### src/rtl/uart_tx_arbiter.sv
// rtl/uart_tx_arbiter.sv - round-robin, frame-locking arbiter in front of a single UART transmitter
//
// Ports:
//   clk, rst       system clock, asynchronous active-high reset
//   req            per-requester byte request, held until acked
//   req_data       byte of requester i at [8i+7:8i]
//   req_last       byte is the final byte of its frame
//   req_ack        one-cycle accept pulse, coincides with start_tx
//   tx_idle_ready  uart idle_ready_tx
//   start_tx       one-cycle pulse to uart start_tx
//   data_tx        byte to uart data_tx, holds after start_tx falls
//   grant_id       index of the last or current grantee
//   locked         a multi-byte frame holds the grant
//   timeout_flag   one-cycle pulse when an abandoned lock is released
//                  (only when UART_TX_ARBITER_TIMEOUT_EN is defined)
//
// Build option: UART_TX_ARBITER_TIMEOUT_EN adds the lock-release timeout.

module uart_tx_arbiter #(
    parameter int N_REQ          = 4,
    parameter int GUARD_CYCLES   = 2,
    parameter int TIMEOUT_CYCLES = 1024
) (
    input  logic                     clk,
    input  logic                     rst,
    input  logic [N_REQ-1:0]         req,
    input  logic [8*N_REQ-1:0]       req_data,
    input  logic [N_REQ-1:0]         req_last,
    output logic [N_REQ-1:0]         req_ack,
    input  logic                     tx_idle_ready,
    output logic                     start_tx,
    output logic [7:0]               data_tx,
    output logic [$clog2(N_REQ)-1:0] grant_id,
`ifdef UART_TX_ARBITER_TIMEOUT_EN
    output logic                     timeout_flag,
`endif
    output logic                     locked
);

    localparam int IDW = $clog2(N_REQ);
    localparam int GW  = $clog2(GUARD_CYCLES + 1);

    localparam logic [1:0] ST_ARB   = 2'd0;
    localparam logic [1:0] ST_GUARD = 2'd1;
    localparam logic [1:0] ST_WAIT  = 2'd2;

    // Elaboration-time parameter sanity checks.
    if (N_REQ < 2) begin : g_bad_n_req
        $error("uart_tx_arbiter: N_REQ must be >= 2");
    end
    if (GUARD_CYCLES < 1) begin : g_bad_guard
        $error("uart_tx_arbiter: GUARD_CYCLES must be >= 1");
    end
    if (TIMEOUT_CYCLES < 1) begin : g_bad_timeout
        $error("uart_tx_arbiter: TIMEOUT_CYCLES must be >= 1");
    end

    logic [1:0]       state_q, state_d;
    logic [GW-1:0]    guard_q, guard_d;
    logic             start_q, start_d;
    logic [N_REQ-1:0] ack_q, ack_d;
    logic [7:0]       data_q, data_d;
    logic [IDW-1:0]   grant_q, grant_d;
    logic             locked_q, locked_d;

    logic [N_REQ-1:0] lock_mask;
    logic [N_REQ-1:0] elig;
    logic             found;
    logic [IDW-1:0]   winner;

`ifdef UART_TX_ARBITER_TIMEOUT_EN
    localparam int TOW = $clog2(TIMEOUT_CYCLES + 1);
    logic [TOW-1:0] to_cnt_q, to_cnt_d;
    logic           tflag_q, tflag_d;
`endif

    // While a frame is in progress only the owner is eligible, even if its
    // req is currently low; other requesters simply wait.
    always_comb begin
        lock_mask          = '0;
        lock_mask[grant_q] = 1'b1;
        elig               = locked_q ? (req & lock_mask) : req;
    end

    // Round-robin search starting one past the last grantee.
    always_comb begin
        found  = 1'b0;
        winner = grant_q;
        for (int k = 1; k <= N_REQ; k++) begin
            if (!found && elig[(int'(grant_q) + k) % N_REQ]) begin
                found  = 1'b1;
                winner = IDW'((int'(grant_q) + k) % N_REQ);
            end
        end
    end

    always_comb begin
        state_d  = state_q;
        guard_d  = guard_q;
        start_d  = 1'b0;
        ack_d    = '0;
        data_d   = data_q;
        grant_d  = grant_q;
        locked_d = locked_q;
`ifdef UART_TX_ARBITER_TIMEOUT_EN
        to_cnt_d = to_cnt_q;
        tflag_d  = 1'b0;
`endif
        case (state_q)
            ST_ARB: begin
                if (tx_idle_ready && found) begin
                    data_d        = req_data[8*int'(winner) +: 8];
                    start_d       = 1'b1;
                    ack_d[winner] = 1'b1;
                    grant_d       = winner;
                    locked_d      = ~req_last[winner];
                    guard_d       = GW'(GUARD_CYCLES);
                    state_d       = ST_GUARD;
`ifdef UART_TX_ARBITER_TIMEOUT_EN
                    to_cnt_d      = '0;
`endif
                end
`ifdef UART_TX_ARBITER_TIMEOUT_EN
                else if (locked_q && !req[grant_q]) begin
                    // Owner went quiet mid-frame: release the lock after
                    // TIMEOUT_CYCLES idle ARB cycles, keeping grant_id so
                    // round-robin continues past the stalled owner.
                    if (to_cnt_q == TOW'(TIMEOUT_CYCLES - 1)) begin
                        locked_d = 1'b0;
                        tflag_d  = 1'b1;
                        to_cnt_d = '0;
                    end else begin
                        to_cnt_d = to_cnt_q + 1'b1;
                    end
                end
`endif
            end
            ST_GUARD: begin
                // tx_idle_ready is ignored here so the uart's deassert
                // latency cannot be mistaken for a finished byte.
                if (guard_q <= GW'(1)) begin
                    guard_d = '0;
                    state_d = ST_WAIT;
                end else begin
                    guard_d = guard_q - 1'b1;
                end
            end
            ST_WAIT: begin
                if (tx_idle_ready) begin
                    state_d = ST_ARB;
                end
            end
            default: begin
                state_d = ST_ARB;
            end
        endcase
    end

    always_ff @(posedge clk or posedge rst) begin
        if (rst) begin
            state_q  <= ST_ARB;
            guard_q  <= '0;
            start_q  <= 1'b0;
            ack_q    <= '0;
            data_q   <= '0;
            grant_q  <= IDW'(N_REQ - 1);
            locked_q <= 1'b0;
        end else begin
            state_q  <= state_d;
            guard_q  <= guard_d;
            start_q  <= start_d;
            ack_q    <= ack_d;
            data_q   <= data_d;
            grant_q  <= grant_d;
            locked_q <= locked_d;
        end
    end

`ifdef UART_TX_ARBITER_TIMEOUT_EN
    always_ff @(posedge clk or posedge rst) begin
        if (rst) begin
            to_cnt_q <= '0;
            tflag_q  <= 1'b0;
        end else begin
            to_cnt_q <= to_cnt_d;
            tflag_q  <= tflag_d;
        end
    end

    assign timeout_flag = tflag_q;
`endif

    assign start_tx = start_q;
    assign req_ack  = ack_q;
    assign data_tx  = data_q;
    assign grant_id = grant_q;
    assign locked   = locked_q;

endmodule

### config.mk
export PLATFORM = sky130hd
export DESIGN_NAME = uart_tx_arbiter
export DESIGN_NICKNAME = d
export VERILOG_FILES = /design/src/rtl/uart_tx_arbiter.sv
export SDC_FILE = /design/constraint.sdc
export NUM_CORES = 1
export LEC_CHECK = 0
export CORE_MARGIN = 2
export CORE_UTILIZATION = 36
export DETAILED_ROUTE_END_ITERATION = 12
export GPL_TIMING_DRIVEN = 1
export PLACE_DENSITY = 0.75
export REMOVE_ABC_BUFFERS = 1
export SETUP_SLACK_MARGIN = 0.15
export SYNTH_ARGS = -nofsm -noshare
export SYNTH_HDL_FRONTEND = slang
export SYNTH_SLANG_ARGS = --single-unit
### constraint.sdc
create_clock -name clk -period 8.3 [get_ports clk]
set_clock_uncertainty 0.1 [all_clocks]
set_input_delay 2.49 -clock clk [delete_from_list [all_inputs] [get_ports clk]]
set_output_delay 2.49 -clock clk [all_outputs]
set_load 0.05 [all_outputs]
# Word level (Yosys, flattened, before mapping)
# Cells that the tools add are included.
dict set report totals {
  ff_bits 20
  inputBits 43
  output_inout_bits 16
  elab_cells 89
}
dict set report classes {
  add_sub_neg 5
  magnitude_cmp 9
  eq_ne 5
  shifts 1
  muxes 38
  bitwise 6
  n_reduce_logical 18
}
# operator n
set op_table {}
lappend op_table {{variable part select 32 x 6 -> 8 bit} 1}
lappend op_table {{two-way mux 2 bit} 9}
lappend op_table {{two-way mux 1 bit} 17}
lappend op_table {{< comparator 3 x 4 -> 1 bit, second input constant} 4}
lappend op_table {{two-way mux 4 bit} 3}
lappend op_table {{binary-select mux 1 bit (select 2 bit)} 5}
lappend op_table {{OR reduction 2 bit} 4}
lappend op_table {{logical AND 1 bit} 6}
lappend op_table {{< comparator 2 x 3 -> 1 bit, second input constant} 2}
lappend op_table {{inequality test 2 bit, second input constant} 3}
lappend op_table {{case mux 2 bit (3 select lines)} 1}
lappend op_table {{adder 2 x 1 -> 2 bit, second input constant} 2}
lappend op_table {{adder 2 bit, second input constant} 2}
lappend op_table {{AND 1 bit, first input constant} 4}
lappend op_table {{AND 4 bit} 1}
lappend op_table {{demux 1 bit (select 2 bit)} 2}
lappend op_table {{greater-or-equal comparator 2 x 1 -> 1 bit, second input constant} 2}
lappend op_table {{case mux 2 bit (2 select lines)} 1}
lappend op_table {{AND reduction 2 bit} 2}
lappend op_table {{logical NOT 1 bit} 3}
lappend op_table {{AND reduction 3 bit} 1}
lappend op_table {{equality test 2 x 1 -> 1 bit, second input constant} 1}
lappend op_table {{equality test 2 bit, second input constant} 1}
lappend op_table {{less-or-equal comparator 2 x 1 -> 1 bit, second input constant} 1}
lappend op_table {{other kinds (4)} 4}

# Depth between registers and ports, before layout
dict set report logic_depth {
  ltp_word 25
  mapped_depth 11
  mapped_depth_nobuf 9
}

# Worst setup path after synthesis
# OpenSTA, ideal clock, no wires.
dict set report synth_path {
  path_type {in2reg}
  from {input port req[2]}
  to {register locked_q (netlist: locked)}
  setup_time_ns 0.086
  t_arrival_ns 4.010
  required_time_ns 8.114
  setup_slack_ns 4.105
  cell_stages 8
  n_path_buf 1
  cell_sequence {mux2i_1 -> a21oi_1 -> mux2_2 -> o22a_2 -> xnor2_4 -> buf_6 -> mux2_2 -> o221ai_2}
}
dict set report synth_via {
  elab_chain_len 18
  elab_cells_between_ends 33
  cone_classes {mux: 23; bitwise: 2; reduce/logical: 8}
}
# element line
set synth_lines {}
lappend synth_lines {{start, declared} 26} ;# input logic [N_REQ-1:0] req,
lappend synth_lines {{AND 4 bit} 82} ;# elig = locked_q ? (req & lock_mask) : req;
lappend synth_lines {{two-way mux 4 bit (*)} 82}
lappend synth_lines {{binary-select mux 1 bit (select 2 bit)} 90} ;# if (!found && elig[(int'(grant_q) + k) % N_REQ]) begin
lappend synth_lines {{two-way mux 1 bit (implied by the code) (2 in series)} 90}
lappend synth_lines {{two-way mux 1 bit} 90}
lappend synth_lines {{logical NOT 1 bit} 90}
lappend synth_lines {{logical AND 1 bit} 90}
lappend synth_lines {{two-way mux 1 bit} 90}
lappend synth_lines {{logical NOT 1 bit} 90}
lappend synth_lines {{logical AND 1 bit} 90}
lappend synth_lines {{two-way mux 1 bit} 90}
lappend synth_lines {{logical NOT 1 bit} 90}
lappend synth_lines {{logical AND 1 bit} 90}
lappend synth_lines {{two-way mux 2 bit} 90}
lappend synth_lines {{binary-select mux 1 bit (select 2 bit)} 116} ;# locked_d = ~req_last[winner];
lappend synth_lines {{two-way mux 1 bit (implied by the code)} 116}
lappend synth_lines {{inverter 1 bit} 116}
lappend synth_lines {{end signal, assigned} 175} ;# locked_q <= locked_d;
lappend synth_lines {{end, declared} 64} ;# logic locked_q, locked_d;
# Mark *: on every way between the ends. The rest lies on a longest branch, timed or not. The select of a mux whose other input is x is not followed.
# A chain may end at the register's enable or synchronous reset.

# Worst setup path in the final report
dict set report layout_path {
  from {input port req[1]}
  to {register locked_q (netlist: locked)}
}
# Same word-level chain as after synthesis.

==> out/metrics.yaml <==
status: "finished clean"
syn2layout_area_growth_pct: 50.3
yosysUniqueCellTypes: 30
vias: 1077
synth_top_family_by_area: "multiplexers"
leakagePower_nw: 0.800
crit_type: "input pin to register"
cts_hold_buf: 0
yosys.area_share.simple_pct: 11.1
r2r-start: "grant_id[0]$_DFFE_PP1P_"
coreArea_um2: 3310
worst_pin_slew_ps: 772
cts-resized-gates: 0
worstSetupStartpointType: "input pin"
yosys.area_share.xor_xnor_pct: 2.95
yosys-top-cells-area: "dfrtp_1 (37%), mux2i_1 (20%), nor2_1 (4.6%)"
tritoncts: "built"
syn_avg_cell_area_um2: 10.5
diodes: 0
synth_mux_area_share_pct: 22.3
grt_pass1_wl_um: 4780
fin_crit_ps: 4800
top_usage_layer: "met2"
wirelength_um: 2880
setup_viol: 0
dp.cells: 216
ys.warnings.count: 0
drv_cap: 0
place_congestion: 0.718
start_util_pct: 37.2
portBuffers: 58
slew_headroom_pct: 48.6
vias_per_cell: 4.92
synth_edf_count: 0
synth_top_area_cell: "dfrtp_1"
clock_path_buffers: 2
power.density_nw_per_um2: 442
grt_pass1_vias: 1095
regArea_um2: 503
ys_ff_latch: 20
yosysMostFrequentCell: "mux2i_1"
synth_compound_area_share_pct: 13.9
synth_fa_ha_area_share_pct: 4.07
cts-root-buf: "clkbuf_4"
ys.flop_type: "dfrtp_1"
synth_top_cell_area_share_pct: 36.6
critPathLaunch: "req[1]"
met1_usage_pct: 18.1
ys_seq_area_share_pct: 40.9
peakVddDrop_uv: 228
antenna_found_initial: 0
fillers: 309
grt_max_degree: 22
clock-sinks: 20
row_count: 21
hold_slack_ps: 395
drt-initial-drc-count: 38
detail_route.first_pass.iterations: 4
worst_skew_pair.late_latency_ps: 290
grt_util_met3_pct: 2.52
cp_max_fo: 21
layout.nets: 222
rsz0062_at_grt: "no"
grt_usage_pct: 14.9
required_ps: 8420
multi_input_area_um2: 668
post_drt_wl_per_cell_um: 13.2
max_freq_mhz: 208
clkTransAtPathRegs_ps: 110
postCtsSetupBuffers: 0
antenna_left: 0
maxSlewViolCount: 0
finalHoldViolCount: 0
drc: 0
end_kind: "register"
setup-tns-final_ps: 0
h-tree-depth: 1
hold_class: "register to register"
layout.cells.non_filler: 219
yosys-top-cells-count: "mux2i_1 (24), dfrtp_1 (18), nor2_1 (15)"
cts_made_buffers: 3
grt_util_met2_pct: 26.7
overflow: 0
drive_gt1_share_pct: 7.51
fin_crit_sh_pct: 57.9
arrival_ps: 4920
dieArea_um2: 3900
worstHoldStart: "guard_q[1]$_DFFE_PP0P_"
syn_inst: 117
ios: 59
syn_area_um2: 1230
die_w_um: 62.5
synthArstFlopShare_pct: 100
place_hpwl_um: 2360
die-height_um: 62.5
[final cells by class]
cell class / instances / area share (%)
flip-flops and latches: 20 / 27.2
multi-input cells: 87 / 36.1
clock buffers: 3 / 1.22
repair buffers: 58 / 31.4
well taps: 46 / 3.11
inverters: 5 / 1.01
[metal layers]
metal	part of all wire (%)	vias up	wire length, um
met3	2.9	0	84
met5	0	-	0
li1	-	540	-
met1	44	512	1260
met4	0	0	0
met2	53	25	1540
[worst paths after layout]
kind,endpoint,depth (start not counted),slack [ps]
setup reg to reg,locked$_DFFE_PP0P_,9,4970
max in group asynchronous,data_tx[0]$_DFFE_PP0P_,2,5140
hold / removal,state_q[1]$_DFFE_PP0P_,1,390
setup / recovery,locked$_DFFE_PP0P_,8,3500
hold reg to reg,state_q[1]$_DFFE_PP0P_,1,390
min in group asynchronous,data_tx[4]$_DFFE_PP0P_,2,2510
[logic make-up (layout without fill, tap and decap cells)]
group / Yosys count / after routing
compound gates: 22 / 22
xor+xnor: 2 / 2
buf+inv: 10 / 66
flops: 20 / 20
simple gates: 32 / 32
mux: 27 / 27
fa+ha+maj: 4 / 4
[report_power, final]
| part | leakage (nW) | total (mW) | internal (mW) | switching, mW |
|---|---|---|---|---|
| sequential | 0.245 | 0.193 | 0.147 | 0.0453 |
| combinational | 0.542 | 0.581 | 0.249 | 0.332 |
| clock | 0.0138 | 0.0442 | 0.0169 | 0.0274 |
[sequential cells by signal, indices dropped and copies added (netlist names)]
signal    flops
data_tx       8
grant_id      2
guard_q       2
locked        1
req_ack       4
start_tx      1
state_q       2
[worst max-delay path, cell delays in order]
cell	delay, ps
clkdlybuf4s50_1	530
mux2i_1	100
a211oi_1	310
nor2_1	70
o22a_2	240
xnor2_4	620
mux2_2	420
o221ai_2	150
[stage by stage]
stage	cell area (um2)	utilization (%)	power, mW	setup WS [ps]
2_1_floorplan	1190	-	0.627	3790
3_3_place_gp	1830	55.2	0.770	3220
3_5_place_dp	1830	55.2	0.781	3180
4_1_cts	1850	55.9	0.825	3470
5_1_grt	1850	55.9	0.875	3230
6_report	1850	55.9	0.818	3500
[placed cells by master (no fill, tap or decap)]
cell / instances
clkdlybuf4s50_1: 58
mux2i_1: 24
dfrtp_1: 18
nor2_1: 15
nand2_1: 10
o21ai_0: 5
inv_1: 4
a221oi_1: 4
o221ai_1: 4
ha_1: 4
a21oi_1: 3
mux2_2: 3
clkbuf_4: 3
nand3_1: 2
dfstp_2: 2
a22oi_1: 1
or3_1: 1
clkinv_1: 1
a211oi_2: 1
a211oi_1: 1
o32ai_1: 1
o22a_2: 1
xnor2_4: 1
or2_2: 1
o221ai_2: 1
and2_1: 1
nand2b_1: 1
nand3b_1: 1
xnor2_1: 1
No activity file was read; power rests on OpenSTA's default activity.
